--- config.mk ---
export PLATFORM = sky130hd
export DESIGN_NAME = alt_vipcti131_fifo_stream_out
export DESIGN_NICKNAME = d
export VERILOG_FILES = /design/src/rtl/alt_vipcti131_fifo_stream_out_pkg.sv /design/src/rtl/alt_vipcti131_fifo_stream_out_buf.sv /design/src/rtl/alt_vipcti131_fifo_stream_out.sv
export SDC_FILE = /design/constraint.sdc
export NUM_CORES = 1
export LEC_CHECK = 0
export ABC_CLOCK_PERIOD_IN_PS = 5470
export CORE_ASPECT_RATIO = 1.1
export CORE_MARGIN = 2
export CORE_UTILIZATION = 56
export CTS_CLUSTER_SIZE = 16
export DETAILED_ROUTE_END_ITERATION = 8
export PLACE_DENSITY = 0.94
export SYNTH_ARGS = -nofsm -noshare
export SYNTH_HDL_FRONTEND = slang
export SYNTH_SLANG_ARGS = --single-unit
--- constraint.sdc ---
create_clock -name clk -period 5.47 [get_ports clk]
set_input_delay 0.8205 -clock clk [delete_from_list [all_inputs] [get_ports clk]]
set_output_delay 0.8205 -clock clk [all_outputs]
set_load 0.01 [all_outputs]
--- src/rtl/alt_vipcti131_fifo_stream_out_pkg.sv ---
// Shared definitions for the CVI FIFO read-side stream controller:
// controller states, FIFO word layout helpers and buffer depth.
package alt_vipcti131_fifo_stream_out_pkg;

    typedef enum logic [1:0] {
        ST_IDLE   = 2'd0,
        ST_RUN    = 2'd1,
        ST_FINISH = 2'd2,
        ST_DRAIN  = 2'd3
    } state_t;

    // Output buffer entries; fetch rule keeps occ + inflight within this.
    localparam int BUF_DEPTH = 3;

    // FIFO word layout: {sop, eop, data[DATA_WIDTH-1:0]}.
    function automatic int sop_pos(input int data_width);
        return data_width + 1;
    endfunction

    function automatic int eop_pos(input int data_width);
        return data_width;
    endfunction

    // Number of bits needed to represent value (used to size fill levels).
    function automatic int clogb2(input int value);
        int result;
        result = 0;
        for (int v = value; v > 0; v = v >> 1) begin
            result++;
        end
        return result;
    endfunction

endpackage

--- src/rtl/alt_vipcti131_fifo_stream_out_buf.sv ---
// Three-entry register FIFO holding words ready for the Avalon-ST source.
// Entry 0 is always the head, so the head is a plain register output.
module alt_vipcti131_fifo_stream_out_buf
    import alt_vipcti131_fifo_stream_out_pkg::*;
#(
    parameter int WIDTH = 22
) (
    input  logic             clk,
    input  logic             rst,
    input  logic             push,
    input  logic [WIDTH-1:0] push_data,
    input  logic             pop,
    output logic [1:0]       occ,
    output logic [WIDTH-1:0] head
);

    logic [WIDTH-1:0] mem_q [BUF_DEPTH];
    logic [WIDTH-1:0] mem_d [BUF_DEPTH];
    logic [1:0]       occ_q;
    logic [1:0]       occ_d;
    logic             pop_en;
    logic             push_en;
    logic [1:0]       wr_idx;

    // Pops only when something is held; pushes only when a slot is free
    // after this cycle's pop.
    assign pop_en  = pop && (occ_q != 2'd0);
    assign push_en = push && ((occ_q != 2'(BUF_DEPTH)) || pop_en);
    assign wr_idx  = occ_q - 2'(pop_en);
    assign occ_d   = occ_q + 2'(push_en) - 2'(pop_en);

    // Next contents: shift toward the head on pop, then write the new word
    // into the first free slot.
    always_comb begin
        for (int i = 0; i < BUF_DEPTH; i++) begin
            mem_d[i] = mem_q[i];
        end
        if (pop_en) begin
            for (int i = 0; i < BUF_DEPTH - 1; i++) begin
                mem_d[i] = mem_q[i + 1];
            end
        end
        for (int i = 0; i < BUF_DEPTH; i++) begin
            if (push_en && (wr_idx == 2'(i))) begin
                mem_d[i] = push_data;
            end
        end
    end

    // Storage and occupancy registers.
    always_ff @(posedge clk or posedge rst) begin
        if (rst) begin
            occ_q <= 2'd0;
            for (int i = 0; i < BUF_DEPTH; i++) begin
                mem_q[i] <= '0;
            end
        end else begin
            occ_q <= occ_d;
            for (int i = 0; i < BUF_DEPTH; i++) begin
                mem_q[i] <= mem_d[i];
            end
        end
    end

    assign occ  = occ_q;
    assign head = mem_q[0];

endmodule

--- src/rtl/alt_vipcti131_fifo_stream_out.sv ---
// Read-side controller for the CVI common FIFO: fetches words from a
// 1-cycle-latency FIFO and presents them as an Avalon-ST video source,
// synchronising on sop and stopping only on packet boundaries.
module alt_vipcti131_fifo_stream_out
    import alt_vipcti131_fifo_stream_out_pkg::*;
#(
    parameter int DATA_WIDTH  = 20,
    parameter int FIFO_DEPTH  = 1920,
    parameter int DATA_WIDTHU = clogb2(FIFO_DEPTH)
) (
    input  logic                   clk,
    input  logic                   rst,
    input  logic                   enable,
    output logic                   fifo_rdreq,
    input  logic [DATA_WIDTH+1:0]  fifo_q,
    input  logic                   fifo_rdempty,
    input  logic [DATA_WIDTHU-1:0] fifo_rdusedw,
    input  logic                   dout_ready,
    output logic                   dout_valid,
    output logic [DATA_WIDTH-1:0]  dout_data,
    output logic                   dout_sop,
    output logic                   dout_eop,
    output logic                   stopped,
    output logic                   sync_error
);

    localparam int SOP_BIT = sop_pos(DATA_WIDTH);
    localparam int EOP_BIT = eop_pos(DATA_WIDTH);

    state_t               state_q;
    state_t               state_d;
    logic                 inflight_q;
    logic                 in_packet_q;
    logic                 in_packet_d;
    logic                 sync_error_q;
    logic                 word_sop;
    logic                 word_eop;
    logic                 accept;
    logic                 discard;
    logic                 pop;
    logic                 can_fetch;
    logic [2:0]           pending;
    logic [1:0]           buf_occ;
    logic [DATA_WIDTH+1:0] buf_head;
    logic                 unused_rdusedw;

    // Fill level is informational only for this controller.
    assign unused_rdusedw = ^fifo_rdusedw;

    assign word_sop = fifo_q[SOP_BIT];
    assign word_eop = fifo_q[EOP_BIT];

    // A returning word is kept if it starts or continues a packet.
    assign accept  = inflight_q && (in_packet_q || word_sop);
    assign discard = inflight_q && !in_packet_q && !word_sop;
    assign in_packet_d = accept ? !word_eop : in_packet_q;

    assign pop        = dout_valid && dout_ready;
    assign pending    = {1'b0, buf_occ} + {2'b00, inflight_q};
    assign can_fetch  = !fifo_rdempty && (pending <= 3'd2);

    // Next state and read request; reads start in the same cycle enable
    // is seen so the first word is valid two cycles later.
    always_comb begin
        state_d    = state_q;
        fifo_rdreq = 1'b0;
        case (state_q)
            ST_IDLE: begin
                if (enable) begin
                    state_d    = ST_RUN;
                    fifo_rdreq = can_fetch;
                end
            end
            ST_RUN: begin
                if (enable) begin
                    fifo_rdreq = can_fetch;
                end else if (in_packet_d) begin
                    state_d = ST_FINISH;
                end else begin
                    state_d = ST_DRAIN;
                end
            end
            ST_FINISH: begin
                if (enable) begin
                    state_d    = ST_RUN;
                    fifo_rdreq = can_fetch;
                end else if (accept && word_eop) begin
                    state_d = ST_DRAIN;
                end else begin
                    // One word at a time so nothing past eop is fetched.
                    fifo_rdreq = can_fetch && !inflight_q;
                end
            end
            ST_DRAIN: begin
                if (enable) begin
                    state_d    = ST_RUN;
                    fifo_rdreq = can_fetch;
                end else if (!inflight_q) begin
                    state_d = ST_IDLE;
                end
            end
            default: state_d = ST_IDLE;
        endcase
    end

    // Control state, read pipeline, packet tracking and sticky error.
    always_ff @(posedge clk or posedge rst) begin
        if (rst) begin
            state_q      <= ST_IDLE;
            inflight_q   <= 1'b0;
            in_packet_q  <= 1'b0;
            sync_error_q <= 1'b0;
        end else begin
            state_q      <= state_d;
            inflight_q   <= fifo_rdreq;
            in_packet_q  <= in_packet_d;
            sync_error_q <= sync_error_q || discard;
        end
    end

    alt_vipcti131_fifo_stream_out_buf #(
        .WIDTH(DATA_WIDTH + 2)
    ) u_buf (
        .clk      (clk),
        .rst      (rst),
        .push     (accept),
        .push_data(fifo_q),
        .pop      (pop),
        .occ      (buf_occ),
        .head     (buf_head)
    );

    assign dout_valid = (buf_occ != 2'd0);
    assign dout_sop   = buf_head[SOP_BIT];
    assign dout_eop   = buf_head[EOP_BIT];
    assign dout_data  = buf_head[DATA_WIDTH-1:0];
    assign stopped    = (state_q == ST_IDLE) && (buf_occ == 2'd0) && !inflight_q;
    assign sync_error = sync_error_q;

endmodule

==> Word level (Yosys, flattened, before mapping) <==
Cells that the tools add are included.
{ "op_classes": {"reduce_logical": 30, "eq_ne": 10, "muxes": 16, "n_addsub": 4, "n_lt_le_gt_ge": 1} }
{ "op_table": {"columns": ["cell", "count"], "rows": [
  ["$mux 22", 2],
  ["$mux 44", 1],
  ["$logic_and 1x1->1", 14],
  ["$mux 2", 6],
  ["$pmux 2 s4", 1],
  ["$eq 2x2->1 const B", 3],
  ["$logic_not 2->1", 3],
  ["$ne 2x2->1 const B", 3],
  ["$ne 3x3->1 const B", 2],
  ["$reduce_bool 2->1", 3],
  ["$logic_not 1->1", 5],
  ["$mux 1", 5],
  ["$eq 2x1->1 const B", 2],
  ["$reduce_and 4->1", 1],
  ["$sub 2x1->2", 2],
  ["$add 2x1->3", 1],
  ["$le 3x2->1 const B", 1],
  ["$logic_or 1x1->1", 3],
  ["$reduce_or 3->1", 1],
  ["$add 2x1->2", 1],
  ["$pmux 1 s2", 1]
]} }
{ "word_totals": {"output_inout_bits": 26, "input_bits": 38, "ff_bits": 73, "word_cells": 69} }

==> Logic depth before layout (Yosys ltp) <==
Gate-level depths: netlist of run 1.
{ "depth": {"word_depth": 7, "depth_mapped": 8, "ltp_nobuf": 6} }

==> By module <==
Synthesis of run 1 repeated with hierarchy kept, for this count alone.
{ "unflattened": {"cells_unflattened": 266, "area_unflattened_um2": 3822.4} }
{ "modules_own_cells": {"columns": ["mod", "area_each_um2", "seq_area_each_um2", "instances", "cells_each"], "rows": [
  ["alt_vipcti131_fifo_stream_out_buf", 3513.4, 1701.6, 1, 234],
  ["alt_vipcti131_fifo_stream_out", 309.0, 125.1, 1, 32]
]} }

==> Worst setup path before layout of run 1 <==
Ideal clock, no wire load.
{ "synth_timing": {"kind": "in2reg", "startpoint": "input port dout_ready", "endpoint": "register u_buf.mem_q[22] in the netlist's numbering", "n_path_buf": 2, "setup_ns": 0.125, "stages": 8, "arrival_time_ns": 2.335, "setup_slack_ns": 3.010, "required_ns": 5.345, "cell_sequence": "o21ai_2 -> buf_2 -> inv_1 -> ha_1 -> xnor2_1 -> o2111ai_1 -> buf_4 -> mux2_2"} }
{ "synth_via": {"elab_chain_len": 6, "word_cells_on_any_way": 9, "classes_between": "add/sub (1); eq/ne (1); mux (1); reduce/logical (6)"} }
{ "synth_rtl": {"columns": ["item", "line_no", "source"], "rows": [
  ["start, declared", "alt_vipcti131_fifo_stream_out.sv:18", "input logic dout_ready,"],
  ["$logic_and 1x1->1 (*)", "alt_vipcti131_fifo_stream_out.sv:58", "assign pop = dout_valid && dout_ready;"],
  ["$logic_and 1x1->1 (*)", "alt_vipcti131_fifo_stream_out_buf.sv:27", "assign pop_en = pop && (occ_q != 2'd0);"],
  ["$sub 2x1->2 or $logic_or 1x1->1 (tied branches)", "alt_vipcti131_fifo_stream_out_buf.sv:29, alt_vipcti131_fifo_stream_out_buf.sv:28", null],
  ["$eq 2x1->1 or $logic_and 1x1->1 (tied branches)", "alt_vipcti131_fifo_stream_out_buf.sv:44, alt_vipcti131_fifo_stream_out_buf.sv:28", null],
  ["$logic_and 1x1->1", "alt_vipcti131_fifo_stream_out_buf.sv:44", "if (push_en && (wr_idx == 2'(i))) begin"],
  ["$mux 22 or $reduce_bool 2->1 (tied branches)", null, null],
  ["end signal, assigned by index", "alt_vipcti131_fifo_stream_out_buf.sv:60", "mem_q[i] <= mem_d[i];"],
  ["end, declared", "alt_vipcti131_fifo_stream_out_buf.sv:17", "logic [WIDTH-1:0] mem_q [BUF_DEPTH];"]
]} }
Mark *: on every way between the ends. The rest lies on a longest branch, timed or not.
A chain may end at the register's enable or synchronous reset.

==> Final worst setup path of run 1 <==
{ "layout_timing": {"startpoint": "register inflight_q", "endpoint": "output port fifo_rdreq"} }
{ "layout_via": {"elab_chain_len": 7, "word_cells_on_any_way": 11, "classes_between": "add/sub (1); order compare (1); mux (4); reduce/logical (5)"} }
{ "layout_rtl": {"columns": ["item", "line_no", "source"], "rows": [
  ["start, declared", "alt_vipcti131_fifo_stream_out.sv:32", "logic inflight_q;"],
  ["start signal, assigned", "alt_vipcti131_fifo_stream_out.sv:115", "inflight_q <= fifo_rdreq;"],
  ["$add 2x1->3", "alt_vipcti131_fifo_stream_out.sv:59", "assign pending = {1'b0, buf_occ} + {2'b00, inflight_q};"],
  ["$le 3x2->1", "alt_vipcti131_fifo_stream_out.sv:60", "assign can_fetch = !fifo_rdempty && (pending <= 3'd2);"],
  ["$logic_and 1x1->1", "alt_vipcti131_fifo_stream_out.sv:60", null],
  ["$logic_and 1x1->1", "alt_vipcti131_fifo_stream_out.sv:91", "fifo_rdreq = can_fetch && !inflight_q;"],
  ["$mux 1", "alt_vipcti131_fifo_stream_out.sv:87", "end else if (accept && word_eop) begin"],
  ["$mux 1", "alt_vipcti131_fifo_stream_out.sv:84", "if (enable) begin"],
  ["$pmux 1 s2 (*)", "alt_vipcti131_fifo_stream_out.sv:67", "case (state_q)"],
  ["end, declared", "alt_vipcti131_fifo_stream_out.sv:14", "output logic fifo_rdreq,"]
]} }
Marked as above.

==> run metrics, run 1 <==
Yosys top cell by area=dfrtp_1; status=completed; setup repair after global routing missed its margin=no; Final Critical Period=3.06 ns; fin util=69.6%; die extent in x=79.6 um; Mapped Area=3520 um2; Initial Util=57.6%; worst setup margin=2.41 ns; Internal=1720 uW; Skew-Pair Late Insertion Delay=0.34 ns; htree depth=3; drt pass-1 iters=4; register bit total from synthesis=73; Max-slew headroom=40.2%; Worst Path Required=4.65 ns; most frequent cells in the layout=mux2_2, dfrtp_1, clkdlybuf4s50_1; CP max-delay cell=clkdlybuf4s50_1; Yosys warnings=0; PD cells=558 nW/um2; Worst EP arrival=2.24 ns; CP Capture Type=output pin; CTS tree=done; pin count of the biggest net entering global routing=74; Final Skew=0.00888 ns; Comb power frac=38.5%; Peak Freq=326 MHz; post-synth top area share=51.9%; Netlist cell types=21; total die area=6940 um2; first-pass GRT wire length=10200 um; CP most frequent cell=ha_1; worst vdd ir=0.000309 V; area delta synth->final=20.9%; Die Height=87.2 um; CTS Buffer Depth=2; Largest stage delay, worst path=0.59 ns; Post-CTS Resized=0; dpl ws=2.46 ns; syn_nets=294; worst path cell trace=ha_1, inv_1, ha_1, a21oi_1, nor3_1, clkdlybuf4s50_1; Sw Share=27.8%; layout net count=332; Final Max Tran Viols=0; area of the core=6120 um2; Post-synth EDFFs=0; Diodes inserted=0; post-DR vias/cell=5.49; startpoint types=register; Async SR Flop Fraction=100%; gr ovfl total=0; ranking of synthesized cells by area=dfrtp_1, mux2_2, buf_4, ha_1, buf_2; HPWL after detailed placement=3740 um; CTS Buf Count=9; via count=2054; Max Cap Violations=0; Mapped Cells=251; most common library cell in the layout ignoring fill and taps=mux2_2; drt wl/cell=16.1 um; Root Driver=clkbuf_8; gpl congestion=0.756; Worst Hold Class=register to register; final-report setup violation count=0; sequential share of power=39.0%; number of global-route vias before repair=2145; Sw Pwr=659 uW; Tcrit/Tclk final=56.0%; DRT iter0 DRCs=92; GRT Util Overall=19.4%; Hold-fix buffers, CTS=0; sequential-to-total area share from yosys stat=51.9%; Slew @ Worst Pin=0.897 ns; Rows=30; io pins=64; Buf/Inv on CP=2; final wirelength=6030 um; Mapped Avg Cell Area=14.0 um2; drc violations=0; final hold violation count=0; CTS sink cnt=73; Top FF cell, synth=dfrtp_1; P_leak=0.00192 uW; Setup Buffers After CTS=0; setup_tns=0 ns; Routed Antenna Nets=0; Setup CP Type=register to output pin; layout cells sized above 1=45.9%; Clk pwr share=22.5%; CTS clock-pin slew for the worst setup and hold paths=0.07 ns; port buffer count=52; initial antenna violation count=0; Top delay family on crit path=buffers and inverters; CP max FO=8
-- per-stage QoR --
step | total power, uW | hold slack [ns] | instances | instance area [um2]
6_report | 2380 | 0.465 | 374 | 4260
5_1_grt | 2520 | 0.500 | 374 | 4260
4_1_cts | 2400 | 0.470 | 374 | 4260
3_5_place_dp | 1850 | 0.448 | 358 | 4000
3_3_place_gp | 1790 | 0.441 | 358 | 4000
2_1_floorplan | 1620 | 0.475 | 251 | 3520
-- synth_stat cells (2+ instances only) --
cell	n
o21a_1	3
a21oi_1	4
o2111ai_1	2
dfrtp_1	73
inv_1	8
nor2_1	3
ha_1	5
mux2_2	110
buf_2	8
nand2_1	2
xnor2_1	2
buf_4	22
-- sequential cells by signal, summed over array words and instances, names as in the netlist --
register     count
u_buf.mem_q     44
u_buf.head      22
in_packet_q      1
sync_error       1
u_buf.occ        2
state_q          2
inflight_q       1
-- cells by family (layout without fill, tap and decap cells) --
logic type / Yosys count / count (layout) / share of synthesized area (%)
AO/OA/AOI/OAI: 14 / 14 / 2.84
XOR/XNOR: 2 / 2 / 0.497
adder cells (fa/ha/maj): 5 / 5 / 1.78
buffers and inverters: 38 / 81 / 6.68
flip-flops: 73 / 73 / 51.9
multiplexers: 110 / 110 / 35.2
AND/OR/NAND/NOR: 9 / 9 / 1.17
-- path summary, 6_finish.rpt --
check                                               to  slack (ns)  cells after the start              startpoint
max                                         fifo_rdreq        2.41                      6    inflight_q$_DFF_PP0_
min                               sync_error$_DFF_PP0_        0.47                      1    sync_error$_DFF_PP0_
max reg2reg                u_buf.mem_q[35]$_DFFE_PP0P_        3.29                      7  u_buf.occ[1]$_DFF_PP0_
min reg2reg                       sync_error$_DFF_PP0_        0.47                      1    sync_error$_DFF_PP0_
max in group asynchronous    u_buf.head[0]$_DFFE_PP0P_        3.81                      3                     rst
min in group asynchronous  u_buf.mem_q[36]$_DFFE_PP0P_        1.06                      3                     rst
-- cell type report --
class	count	area, um2
Clock buffer	12	165
Clock inverter	4	97.6
Fill cell	416	1860
Inverter	8	30.0
Multi-Input combinational cell	140	1480
Sequential cell	73	1830
Tap cell	80	100
Timing Repair Buffer	57	558
-- layer usage --
layer	share of wire [%]	track usage, %	up-vias
met5	0	0	-
met1	40	23.8	1048
met4	2.0	9.56	0
li1	-	-	952
met2	54	33.0	44
met3	3.8	3.53	10
-- worst register-to-register path: stages, from the launching register on --
cell and delay (ns):
dfrtp_1 0.47, o21ai_4 0.16, inv_1 0.06, ha_1 0.19
xnor2_1 0.29, o2111ai_2 0.28, buf_4 0.30, mux2_2 0.32
-- power by group through the flow --
stage	Clock (uW)	Combinational (uW)	Sequential, uW
global route	566	998	955
floorplan	0	726	895
global placement	0	872	918
CTS	546	926	928
finish	535	914	926
detailed placement	0	912	936
(Power assumes the default switching activity.)
==> run 2, diff against run 1 <==
--- a/config.mk
+++ b/config.mk
@@ -5,13 +5,13 @@
 export SDC_FILE = /design/constraint.sdc
 export NUM_CORES = 1
 export LEC_CHECK = 0
-export ABC_CLOCK_PERIOD_IN_PS = 5470
+export ABC_CLOCK_PERIOD_IN_PS = 2700
 export CORE_ASPECT_RATIO = 1.1
 export CORE_MARGIN = 2
-export CORE_UTILIZATION = 56
+export CORE_UTILIZATION = 47
 export CTS_CLUSTER_SIZE = 16
 export DETAILED_ROUTE_END_ITERATION = 8
-export PLACE_DENSITY = 0.94
+export PLACE_DENSITY = 0.86
 export SYNTH_ARGS = -nofsm -noshare
 export SYNTH_HDL_FRONTEND = slang
 export SYNTH_SLANG_ARGS = --single-unit
==> constraint.sdc (replaced) <==
create_clock -name clk -period 2.7 [get_ports clk]
set_input_delay 0.405 -clock clk [delete_from_list [all_inputs] [get_ports clk]]
set_output_delay 0.405 -clock clk [all_outputs]
set_load 0.01 [all_outputs]
==> run 2 against run 1 <==
  * Register-to-register slack got worse by 2.7 ns
  * Via count fell by 1.8%
  * Non-clock buffer count rose by 4
  * Die area rose by 18%
  * Clock power rose by 63%
  * First-iteration DRC count fell by 65%
  * Critical path depth fell by 2
  * Highest routed layer unchanged
==> run metrics, run 2 (same netlist as run 1, synthesis figures left out) <==
status=completed; io pins=64 (unchanged); worst vdd ir=0.000530 V (+72%); final-report setup violation count=0 (unchanged); Slew @ Worst Pin=0.713 ns (-0.184 ns); via count=2017 (-1.8%); Max-slew headroom=52.4% (+12 points); Setup CP Type=register to output pin; DRT iter0 DRCs=32 (-65%); pin count of the biggest net entering global routing=45 (-39%); drc violations=0 (unchanged); Sw Pwr=1300 uW (+98%); Sw Share=28.5% (+0.70 points); area of the core=7350 um2 (+20%); Die Height=94.8 um (+8.7%); layout net count=336 (+1.2%); most frequent cells in the layout=mux2_2, dfrtp_1, clkdlybuf4s50_1; Clk pwr share=19.0% (-3.5 points); total die area=8200 um2 (+18%); CTS Buffer Depth=2 (unchanged); CTS Buf Count=9 (unchanged); Biggest register=u_buf.mem_q; Peak Freq=454 MHz; layout cells sized above 1=47.3% (+1.4 points); HPWL after detailed placement=3880 um (+3.7%); number of global-route vias before repair=2158 (+0.61%); CTS tree=done; Rows=33 (+10%); setup repair after global routing missed its margin=no; Worst EP arrival=1.80 ns (-0.44 ns); Diodes inserted=0 (unchanged); CP max FO=6 (-2); initial antenna violation count=0 (unchanged); most common library cell in the layout ignoring fill and taps=mux2_2; first-pass GRT wire length=10000 um (-1.7%); die extent in x=86.5 um (+8.7%); fin util=58.1% (-12 points); Final Critical Period=2.20 ns; max FFs per register=44 (unchanged); setup_tns=0 ns (unchanged); Tcrit/Tclk final=81.5%; drt wl/cell=15.2 um (-5.6%); drt pass-1 iters=3 (-1); Setup Buffers After CTS=0 (unchanged); PD cells=1070 nW/um2 (+92%); Worst Hold Class=register to register; Internal=3280 uW (+91%); Root Driver=clkbuf_8; area delta synth->final=21.2%; final hold violation count=0 (unchanged); gr ovfl total=0 (unchanged); CP Capture Type=output pin; Comb power frac=40.1% (+1.6 points); Max Cap Violations=0 (unchanged); Initial Util=47.9% (-9.6 points); post-DR vias/cell=5.24 (-4.6%); CTS sink cnt=73 (unchanged); P_leak=0.00194 uW (+1.1%); Hold-fix buffers, CTS=0 (unchanged); startpoint types=register; gpl congestion=0.697 (-7.8%); Storage cell area=1830 um2 (+0.14%); Final Skew=0.00555 ns (-0.00333 ns); area of the multi-input gates=1480 um2 (unchanged); layout filler cell count=594 (+43%); GRT Util Overall=16.1% (-3.3 points); Worst Path Required=2.30 ns (-2.35 ns); Routed Antenna Nets=0 (unchanged); CTS clock-pin slew for the worst setup and hold paths=0.07 ns (about the same); Skew-Pair Late Insertion Delay=0.34 ns (about the same); final wirelength=5870 um (-2.8%); sequential share of power=40.9% (+1.9 points); htree depth=3 (unchanged); Final Max Tran Viols=0 (unchanged); port buffer count=52 (unchanged)
-- run 2: cell types whose count changed in the layout (fill, tap and decap cells not counted), sizes merged --
cell,previous run,this run
clkinvlp,1,0
clkdlybuf4s50,52,51
bufinv,3,1
clkbuf,12,11
buf,5,9
clkinv,0,4
dlymetal6s2s,0,1
-- run 2: metrics by stage --
stage               hold WS (ns)  setup WS (ns)  std cells  total power [uW]  cell area, um2
floorplan                  0.472          0.442        251              3280            3520
global placement           0.445          0.225        369              3650            4060
detailed placement         0.452          0.178        369              3760            4060
CTS                        0.470         0.0241        385              4650            4260
global route               0.506          0.317        385              4900            4270
finish                     0.481          0.500        385              4580            4270
-- run 2: cell type report --
cell class | instances | share of cell area (%)
clock inverter | 5 | 1.26
sequential | 73 | 42.8
multi-input combinational | 140 | 34.7
timing repair buffer | 61 | 14.4
tap | 87 | 2.55
clock buffer | 11 | 3.55
inverter | 8 | 0.703
-- run 2: path summary, 6_finish.rpt --
| check | slack [ns] | endpoint | depth (start not counted) | start |
|---|---|---|---|---|
| setup / recovery | 0.50 | stopped | 4 | u_buf.occ[1]$_DFF_PP0_ |
| hold / removal | 0.48 | sync_error$_DFF_PP0_ | 1 | sync_error$_DFF_PP0_ |
| setup reg to reg | 0.63 | u_buf.mem_q[42]$_DFFE_PP0P_ | 7 | u_buf.occ[1]$_DFF_PP0_ |
| hold reg to reg | 0.48 | sync_error$_DFF_PP0_ | 1 | sync_error$_DFF_PP0_ |
| max in group asynchronous | 1.56 | u_buf.mem_q[5]$_DFFE_PP0P_ | 3 | rst |
| min in group asynchronous | 0.50 | state_q[0]$_DFFE_PP0P_ | 2 | rst |
-- run 2: routing by layer --
metal	vias to the layer above	GRT usage (%)	routed length [um]
li1	961	-	-
met1	1010	19.6	2610
met2	38	26.5	2960
met3	8	3.50	179
met4	0	8.85	118
met5	-	0	0
-- run 2: repair_timing --
action,in CTS,in global routing
hold endpoints to repair,0,0
setup endpoints to repair,0,1
resized for setup,0,3
-- run 2: power groups by stage --
stage	combinational, uW	clock, uW	sequential [uW]
3_5_place_dp	1860	0	1900
4_1_cts	1870	905	1870
2_1_floorplan	1470	0	1810
3_3_place_gp	1790	0	1860
6_report	1840	871	1870
5_1_grt	2010	952	1940
-- run 2: worst max-delay path: stages (launching register included) --
cell,delay (ns)
dfrtp_1,0.48
inv_1,0.13
nand2_1,0.08
nor4_1,0.18
clkdlybuf4s50_1,0.58
==> run 3, diff against run 2 <==
--- a/config.mk
+++ b/config.mk
@@ -5,13 +5,13 @@
 export SDC_FILE = /design/constraint.sdc
 export NUM_CORES = 1
 export LEC_CHECK = 0
-export ABC_CLOCK_PERIOD_IN_PS = 2700
+export ABC_CLOCK_PERIOD_IN_PS = 2100
 export CORE_ASPECT_RATIO = 1.1
 export CORE_MARGIN = 2
-export CORE_UTILIZATION = 47
+export CORE_UTILIZATION = 52
 export CTS_CLUSTER_SIZE = 16
 export DETAILED_ROUTE_END_ITERATION = 8
-export PLACE_DENSITY = 0.86
+export PLACE_DENSITY = 0.89
 export SYNTH_ARGS = -nofsm -noshare
 export SYNTH_HDL_FRONTEND = slang
 export SYNTH_SLANG_ARGS = --single-unit
==> constraint.sdc (replaced) <==
create_clock -name clk -period 2.1 [get_ports clk]
set_input_delay 0.315 -clock clk [delete_from_list [all_inputs] [get_ports clk]]
set_output_delay 0.315 -clock clk [all_outputs]
set_load 0.01 [all_outputs]
==> run 3 against run 2 <==
  * Die area down 9.2%
  * Largest cell class unchanged
  * Worst setup slack worse by 0.37 ns
  * Highest routed layer unchanged
  * Final cell count up 0.52%
==> run metrics, run 3 (same netlist as run 1, synthesis figures left out) <==
gr ovfl total=0 (unchanged); Biggest register=u_buf.mem_q; Worst EP arrival=2.19 ns (+0.39 ns); Peak Freq=508 MHz; drt pass-1 iters=4 (+1); final hold violation count=0 (unchanged); gpl congestion=0.752 (+7.8%); Hold Slack=0.448 ns (-0.0323 ns); CTS clock-pin slew for the worst setup and hold paths=0.07 ns (about the same); first-pass GRT wire length=10100 um (+0.56%); Diodes inserted=0 (unchanged); Slew @ Worst Pin=0.485 ns (-0.228 ns); number of global-route vias before repair=2161 (+0.14%); PD cells=1440 nW/um2 (+35%); Die Height=90.3 um (-4.7%); port buffer count=52 (unchanged); area delta synth->final=25.2%; layout cells sized above 1=48.5% (+1.2 points); status=completed; drc violations=0 (unchanged); most common library cell in the layout ignoring fill and taps=mux2_2; register-to-register setup slack=0.13 ns (-0.50 ns); total die area=7450 um2 (-9.2%); via count=2040 (+1.1%); Sw Share=27.6% (-0.91 points); worst reg2reg path endpoint=u_buf.mem_q[38]$_DFFE_PP0P_; max FFs per register=44 (unchanged); GRT Util Overall=18.1% (+2.0 points); Worst Path Required=2.32 ns (+0.02 ns); drt wl/cell=15.8 um (+3.7%); CTS sink cnt=73 (unchanged); CTS Buf Count=9 (unchanged); Max Cap Violations=0 (unchanged); DRT iter0 DRCs=139 (+330%); fin util=67.3% (+9.2 points); sequential share of power=37.6% (-3.3 points); htree depth=3 (unchanged); final wirelength=6110 um (+4.2%); Final Skew=0.00862 ns (+0.00308 ns); worst reg2reg path depth=8 (+1); Hold-fix buffers, CTS=0 (unchanged); Clk pwr share=22.5% (+3.5 points); P_leak=0.00201 uW (+3.3%); CP max FO=22 (+16); CTS Buffer Depth=2 (unchanged); worst vdd ir=0.000618 V (+17%); worst path cell trace=buf_4, o21ai_4, inv_1, ha_1, xnor2_1, o2111ai_2, buf_12, mux2_2; Root Driver=clkbuf_8; area of the core=6560 um2 (-11%); Final Critical Period=1.97 ns; worst flop-to-flop path startpoint=u_buf.occ[0]$_DFF_PP0_; Rows=31 (-6.1%); Tcrit/Tclk final=93.7%; setup repair after global routing missed its margin=no; io pins=64 (unchanged); Routed Antenna Nets=0 (unchanged); layout net count=343 (+2.1%); Skew-Pair Late Insertion Delay=0.34 ns (about the same); CTS tree=done; Comb power frac=39.9% (-0.2 points); pin count of the biggest net entering global routing=40 (-11%); Max-slew headroom=67.7% (+15 points); Final Max Tran Viols=0 (unchanged); Sw Pwr=1760 uW (+35%); Internal=4620 uW (+41%); setup_tns=0 ns (unchanged); Largest stage delay, worst path=0.39 ns (-0.19 ns); initial antenna violation count=0 (unchanged); final-report setup violation count=0 (unchanged); CP Capture Type=register; post-DR vias/cell=5.27 (+0.62%); Initial Util=53.7% (+5.8 points); Setup CP Type=register to register; CP max-delay cell=dfrtp_1; Worst Hold Class=input port to asynchronous set/reset pin; most frequent cells in the layout=mux2_2, dfrtp_1, clkdlybuf4s50_1; die extent in x=82.5 um (-4.7%); startpoint types=register; HPWL after detailed placement=4180 um (+7.8%)
-- run 3: cell types whose count changed in the layout (fill, tap and decap cells not counted), sizes merged, moves of 2 or more --
cell | previous run | this run
bufinv | 1 | 4
clkinv | 4 | 1
clkinvlp | 0 | 2
buf | 9 | 16
-- run 3: area by class of cell --
type	count	area, um2
clock inverter	7	141
inverter	8	33.8
clock buffer	9	124
timing repair buffer	68	697
multi-input combinational	140	1490
sequential	73	1830
fill	471	2140
tap	82	103
-- run 3: critical path: cells and delay by family (launching register included) --
kind	cells	cell delay, ns
AOI/OAI and AO/OA	2	0.35
xor gates and xnor gates	1	0.23
adders and majority gates	1	0.18
buffers and inverters	3	0.42
DFF	1	0.39
muxes	1	0.28
-- run 3: worst max path at each step --
stage                                 from                          end  slack (ns)  depth (start not counted)
CTS                   inflight_q$_DFF_PP0_                   fifo_rdreq        0.01                          6
finish              u_buf.occ[0]$_DFF_PP0_  u_buf.mem_q[38]$_DFFE_PP0P_        0.13                          8
global route        u_buf.occ[0]$_DFF_PP0_  u_buf.mem_q[28]$_DFFE_PP0P_        0.03                          8
floorplan           u_buf.occ[1]$_DFF_PP0_   u_buf.mem_q[0]$_DFFE_PP0P_       -0.01                          7
detailed placement              dout_ready  u_buf.mem_q[22]$_DFFE_PP0P_       -0.07                          8
global placement                dout_ready  u_buf.mem_q[41]$_DFFE_PP0P_       -0.02                          8
-- run 3: repair_timing --
| item | in CTS | in global routing |
|---|---|---|
| endpoints found under the setup margin | 2 | 1 |
| buffers inserted | 0 | 0 |
| gates resized for setup | 4 | 1 |
-- run 3: power by group through the flow --
stage	Sequential, uW	Combinational [uW]	Clock [uW]
floorplan	2340	1910	0
global placement	2370	2450	0
detailed placement	2420	2570	0
CTS	2400	2580	1470
global route	2470	2770	1520
finish	2400	2540	1430
-- run 3: layer usage --
layer  global-route usage, %  part of all wire [%]
met3                    3.10                   3.1
met2                    30.2                    53
met4                    9.58                   2.1
met1                    21.8                    41
met5                       0                     0
-- run 3: through the flow --
| step | std cells | power, uW | area (um2) | setup WS [ns] |
|---|---|---|---|---|
| detailed placement | 371 | 4990 | 4150 | -0.0668 |
| global placement | 371 | 4820 | 4150 | -0.0238 |
| finish | 387 | 6370 | 4410 | 0.132 |
| global route | 387 | 6760 | 4410 | 0.0273 |
| floorplan | 251 | 4240 | 3540 | -0.0129 |
| CTS | 387 | 6450 | 4420 | 0.0115 |
